<file path="src/rtl/paddle_locate.sv">
// Recovers the paddle rectangle (centre/size) from one frame of a per-pixel hit mask
// by tracking the bounding box of hit pixels, then publishing it once per frame.
module paddle_locate #(
    parameter int COORD_W   = 13,
    parameter int CNT_W     = 20,
    parameter int MIN_COUNT = 16
) (
    input  logic               clk,
    input  logic               reset,
    input  logic               pix_valid,
    input  logic [COORD_W-1:0] row,
    input  logic [COORD_W-1:0] col,
    input  logic               hit,
    input  logic               sof,
    input  logic               eof,
    output logic [COORD_W-1:0] crow,
    output logic [COORD_W-1:0] ccol,
    output logic [COORD_W-1:0] height,
    output logic [COORD_W-1:0] width,
    output logic               found,
    output logic               done
);

    localparam logic [1:0] S_IDLE = 2'd0;
    localparam logic [1:0] S_SCAN = 2'd1;
    localparam logic [1:0] S_CALC = 2'd2;

    localparam logic [COORD_W-1:0] COORD_ONES = '1;
    localparam logic [CNT_W-1:0]   CNT_MAX    = '1;
    localparam logic [CNT_W-1:0]   MIN_CNT    = CNT_W'(MIN_COUNT);
    localparam logic [COORD_W-1:0] ONE        = COORD_W'(1);

    logic [1:0]         state;
    logic [COORD_W-1:0] rmin, rmax, cmin, cmax;
    logic [CNT_W-1:0]   count;

    logic               start;
    logic               acc_en;
    logic [COORD_W-1:0] base_rmin, base_rmax, base_cmin, base_cmax;
    logic [CNT_W-1:0]   base_count;
    logic [COORD_W-1:0] nxt_rmin, nxt_rmax, nxt_cmin, nxt_cmax;
    logic [CNT_W-1:0]   nxt_count;
    logic [COORD_W-1:0] calc_w, calc_h;

    // A sof in IDLE or SCAN (re)starts a frame; the sof pixel itself is accumulated.
    assign start  = pix_valid && sof && (state != S_CALC);
    assign acc_en = pix_valid && hit && (start || (state == S_SCAN));

    always_comb begin
        base_rmin  = start ? COORD_ONES : rmin;
        base_rmax  = start ? '0 : rmax;
        base_cmin  = start ? COORD_ONES : cmin;
        base_cmax  = start ? '0 : cmax;
        base_count = start ? '0 : count;

        // NOTE: every output of this block gets a default first, so no latch is inferred.
        nxt_rmin  = base_rmin;
        nxt_rmax  = base_rmax;
        nxt_cmin  = base_cmin;
        nxt_cmax  = base_cmax;
        nxt_count = base_count;
        if (acc_en) begin
            if (row < base_rmin) nxt_rmin = row;
            if (row > base_rmax) nxt_rmax = row;
            if (col < base_cmin) nxt_cmin = col;
            if (col > base_cmax) nxt_cmax = col;
            if (base_count != CNT_MAX) nxt_count = base_count + 1'b1;
        end
    end

    // Centre uses the same edge convention as the rasterizer: centre - (size>>1) is the low edge.
    assign calc_w = cmax - cmin + ONE;
    assign calc_h = rmax - rmin + ONE;

    always_ff @(posedge clk) begin
        if (reset) begin
            state  <= S_IDLE;
            rmin   <= COORD_ONES;
            rmax   <= '0;
            cmin   <= COORD_ONES;
            cmax   <= '0;
            count  <= '0;
            crow   <= '0;
            ccol   <= '0;
            height <= '0;
            width  <= '0;
            found  <= 1'b0;
            done   <= 1'b0;
        end else begin
            // NOTE: sequential state uses non-blocking assignments so every register
            // samples the pre-edge values regardless of statement order.
            rmin  <= nxt_rmin;
            rmax  <= nxt_rmax;
            cmin  <= nxt_cmin;
            cmax  <= nxt_cmax;
            count <= nxt_count;
            done  <= 1'b0;

            case (state)
                S_IDLE: begin
                    if (start) state <= eof ? S_CALC : S_SCAN;
                end
                S_SCAN: begin
                    if (pix_valid && eof) state <= S_CALC;
                end
                S_CALC: begin
                    state <= S_IDLE;
                    done  <= 1'b1;
                    if (count >= MIN_CNT) begin
                        width  <= calc_w;
                        height <= calc_h;
                        ccol   <= cmin + (calc_w >> 1);
                        crow   <= rmin + (calc_h >> 1);
                        found  <= 1'b1;
                    end else begin
                        found  <= 1'b0;
                    end
                end
                default: state <= S_IDLE;
            endcase
        end
    end

endmodule

</file>
<file path="config.mk">
export PLATFORM = sky130hd
export DESIGN_NAME = paddle_locate
export DESIGN_NICKNAME = d
export VERILOG_FILES = /design/src/rtl/paddle_locate.sv
export SDC_FILE = /design/constraint.sdc
export NUM_CORES = 1
export LEC_CHECK = 0
export ABC_CLOCK_PERIOD_IN_PS = 9850
export CORE_UTILIZATION = 70
export DETAILED_ROUTE_END_ITERATION = 6
export DONT_BUFFER_PORTS = 1
export PLACE_DENSITY = 0.86
export RECOVER_POWER = 50
export SLEW_MARGIN = 20
export SYNTH_ARGS = -nofsm -noshare
export SYNTH_HDL_FRONTEND = slang
export SYNTH_SLANG_ARGS = --single-unit
</file>
<file path="constraint.sdc">
create_clock -name clk -period 9.85 [get_ports clk]
set_input_delay 1.4775 -clock clk [delete_from_list [all_inputs] [get_ports clk]]
set_output_delay 1.4775 -clock clk [all_outputs]
set_load 0.02 [all_outputs]
</file>
==> impl_results.md <==
* First-pass GRT wire length at 34.9 mm
* Die area at between 10000 and 15000 um^2
* Synth Instances at 1057
* Cell Pwr Density at around 150 nW/um^2
* CTS Buffer Depth at 2
* Worst-path clk slew at 0.06 ns
* Layout Skew at 0.00939 ns
* Fin nets at 1195
* Critical path class: input port to flip-flop
* Largest stage delay on the critical path at 1.11 ns
* Detail Placement HPWL at ~15 mm
* Maximum clock frequency at ~220 MHz
* 1st-pass router iterations at 5
* Min-delay src: state[1]$_SDFFE_PP0P_
* Crit path cell chain: nand3_1 -> clkbuf_1 -> nand2_1 -> ha_1 -> nand4_1 -> nor3_1 -> o311ai_1 -> a21oi_2 -> nor3_1 -> a31o_2
* Clock power share at 45.9%
* Max Cap Viol at 2
* Post-CTS setup buffer count at 0
* Prevailing post-synth register cell: dfxtp_1
* Hold path endpoint: state[1]$_SDFFE_PP0P_
* Sequential share of the synthesized area at 29.6%
* Logic pwr share at 16.7%
* Setup TNS at 0 ns
* Routability congestion estimate at 0.907
* Status: finished with violations
* CP max FO at 34
* Switch Pwr at 390 uW
* Critical path data required time at 10.18 ns
* Worst min path class: flip-flop to flip-flop
* CTS Sinks at 128
* P_int at 1050 uW
* Worst Setup End Kind: flip-flop
* R2r worst-path depth at 11
* Pin count of the biggest net entering global routing at between 100 and 150
* FILL cells at 837
* Via count of the routed design at between 7000 and 8000
* Worst path slowest cell: clkbuf_1
* Antenna-violating nets left at 0
* Violated checks: capacitance limit, slew limit
* H-tree depth at 4
* RSZ-0062 raised after global routing: no
* Antenna diode count at 0
* Count of cell types in the netlist at 65
* EDFF count, synth at 0
* Syn_nets at approximately 1200
* Clk_lat worst skew at roughly 0.43 ns
* DRC viols at 0
* Setup-failing EPs final at 0
* Critical Path AT at ~4.9 ns
* Worst r2r dst: cmax[1]$_SDFF_PP0_
* Die Span Y at 113 um
* Post-synthesis cell area at 8650 um^2
* Initial Util at ~70%
* Hold buffers post-CTS at 0
* CP most frequent cell: nor3_1
* Port-buffer cells at 0
* DRT iter0 DRCs at 689
* Layout cell share with drive strength beyond 1 at under 10%
* Min cycle time layout at between 4 and 5 ns
* Overall routing resource usage at between 30% and 40%
* Ys Warns at 0
* Worst r2r src: state[0]$_SDFFE_PP0P_
* Routed Wire Length at ~21 mm
* Hold path cells at 1
* Syn_area_per_cell at between 8 and 9 um^2
* CP Launch Type: input port
* Leak Pwr at ~0.0041 uW
* Flops & latches, synth at around 130
* Max-slew violations at 95
* Sequential Power Share at 37.4%
* Max VDD drop at around 0.1 mV
* Initial antenna violation count at 0
* Cts bufs inserted at 17
* Area Growth Syn to Fin at 7.30%
* Max-slew headroom at -69.9%
* Drt wl/cell at approximately 18 um
* Drt via density at ~6.4
* Async S/R FF share, synth at 0%
* CTS tree: done
* Reg2Reg Setup Slack at ~5.5 ns
* Final hold viol count at 0
* Resized cells post-CTS at 0
* Core Area at roughly 12000 um^2
* Io pins at 86
* GR Overflow Total at 0
* Sw Ratio at a little over a quarter
* Rows at 40
* Die width at approximately 110 um
* Period utilization at 46.7%
* Worst-margin pin slew at around 2.5 ns
* Vias in the first global route at between 7000 and 8000
* Root buf cell: clkbuf_16
* Final Total Pwr at 1440 uW
==> worst max-delay path by stage <==
stage          startpoint  slack, ns  depth (start not counted)             endpoint
2_1_floorplan   pix_valid       6.19                         14  cmin[10]$_SDFF_PP1_
3_3_place_gp    pix_valid       5.78                         10   cmax[1]$_SDFF_PP0_
3_5_place_dp    pix_valid       5.73                         10   cmax[1]$_SDFF_PP0_
4_1_cts         pix_valid       6.19                         10   cmax[1]$_SDFF_PP0_
5_1_grt         pix_valid       4.94                         10   cmax[0]$_SDFF_PP0_
6_report        pix_valid       5.25                         10   cmax[1]$_SDFF_PP0_
==> area by class of cell <==
cell class | count | area (um^2) | share of cell area (%)
tap | 147 | 184 | 1.98
sequential | 128 | 2560 | 27.6
timing repair buffer | 6 | 37.5 | 0.404
inverter | 43 | 161 | 1.74
multi-input combinational | 840 | 5710 | 61.6
clock inverter | 12 | 156 | 1.68
clock buffer | 20 | 467 | 5.03
==> Yosys cell counts, drive strengths merged, types with 5 or more instances <==
| master | instances | area (um^2) |
|---|---|---|
| nor2 | 145 | 547 |
| dfxtp | 128 | 2560 |
| nand2 | 125 | 469 |
| ha | 123 | 1540 |
| a21oi | 87 | 443 |
| inv | 42 | 158 |
| o21ai | 34 | 170 |
| xnor2 | 31 | 272 |
| nor3 | 30 | 150 |
| mux2i | 29 | 290 |
| nand3 | 27 | 135 |
| clkbuf | 24 | 90.1 |
| xor2 | 23 | 201 |
| buf | 22 | 135 |
| nand4 | 19 | 119 |
| a21o | 18 | 135 |
| o31ai | 16 | 125 |
| a211oi | 15 | 113 |
| a31o | 12 | 105 |
| and3 | 9 | 56.3 |
| o21a | 9 | 67.6 |
| o211ai | 8 | 60.1 |
| nor2b | 7 | 51.3 |
| a41oi | 6 | 60.1 |
| and2 | 6 | 37.5 |
| nor4 | 6 | 37.5 |
| nor4b | 5 | 43.8 |
| o21bai | 5 | 41.3 |
==> power by group through the flow <==
| stage | registers, uW | clock network [uW] | logic [uW] |
|---|---|---|---|
| finish | 537 | 660 | 240 |
| global route | 538 | 687 | 266 |
| CTS | 536 | 664 | 238 |
| detailed placement | 547 | 0 | 232 |
| global placement | 547 | 0 | 227 |
| floorplan | 543 | 0 | 197 |
==> layer usage <==
| metal | routed length [um] | up-vias | GRT usage, % |
|---|---|---|---|
| met5 | 0 | - | 0 |
| met4 | 541 | 0 | 14.1 |
| met3 | 1810 | 47 | 9.37 |
| met2 | 9420 | 292 | 53.9 |
| met1 | 9460 | 3533 | 44.7 |
| li1 | - | 3729 | - |
==> critical path, delay by kind of cell <==
kind | cells | cell delay, ns
AOI/OAI and AO/OA | 3 | 1.23
adders and majority gates | 1 | 0.38
buffers and inverters | 1 | 1.11
and+or+nand+nor | 5 | 0.72
==> stage by stage <==
step	worst slack (ns)	area, um^2	util [%]	cells	hold WS, ns
2_1_floorplan	6.19	8650	-	1057	0.443
3_3_place_gp	5.78	8670	72.2	1164	0.484
3_5_place_dp	5.73	8670	72.2	1164	0.477
4_1_cts	6.19	9290	77.3	1196	0.489
5_1_grt	4.94	9280	77.3	1196	0.525
6_report	5.25	9280	77.3	1196	0.492
==> cells in the final DEF, fill, tap and decap left out, types with 3 or more instances in the layout <==
cell type and count:
nor2_1 144, dfxtp_1 128, nand2_1 125, ha_1 123, a21oi_1 85, inv_1 42
xnor2_1 31, o21ai_0 30, nor3_1 30, mux2i_1 29, nand3_1 27, xor2_1 23
nand4_1 19, a21o_1 18, clkbuf_16 17, a211oi_1 15, o31ai_1 15, o21a_1 9
and3_1 9, o211ai_1 8, a31o_1 8, nor2b_1 6, and2_1 6, nor4_1 6
a41oi_1 5, nor4b_1 5, o21ai_1 4, nand2b_1 4, a22o_1 4, o211a_1 4
a31o_2 4, o21bai_1 4, fa_1 4, clkinvlp_4 4, buf_4 4, a311o_1 3
a31oi_1 3, bufinv_16 3, clkbuf_8 3
==> kinds of logic after synthesis <==
kind of cell / after synthesis / share of synthesized area [%]
muxes: 29 / 3.36
adders and majority gates: 127 / 18.7
buffers and inverters: 89 / 4.47
AOI/OAI and AO/OA: 239 / 18.4
xor gates and xnor gates: 54 / 5.47
and+or+nand+nor: 391 / 20.0
DFF: 128 / 29.6
==> flip-flops by register name (all words and copies together), names as in the netlist <==
signal / count
cmax: 13
crow: 13
found: 1
cmin: 13
state: 2
count: 20
ccol: 13
rmax: 13
done: 1
rmin: 13
height: 13
width: 13
Power figures use the tool's default switching activity.
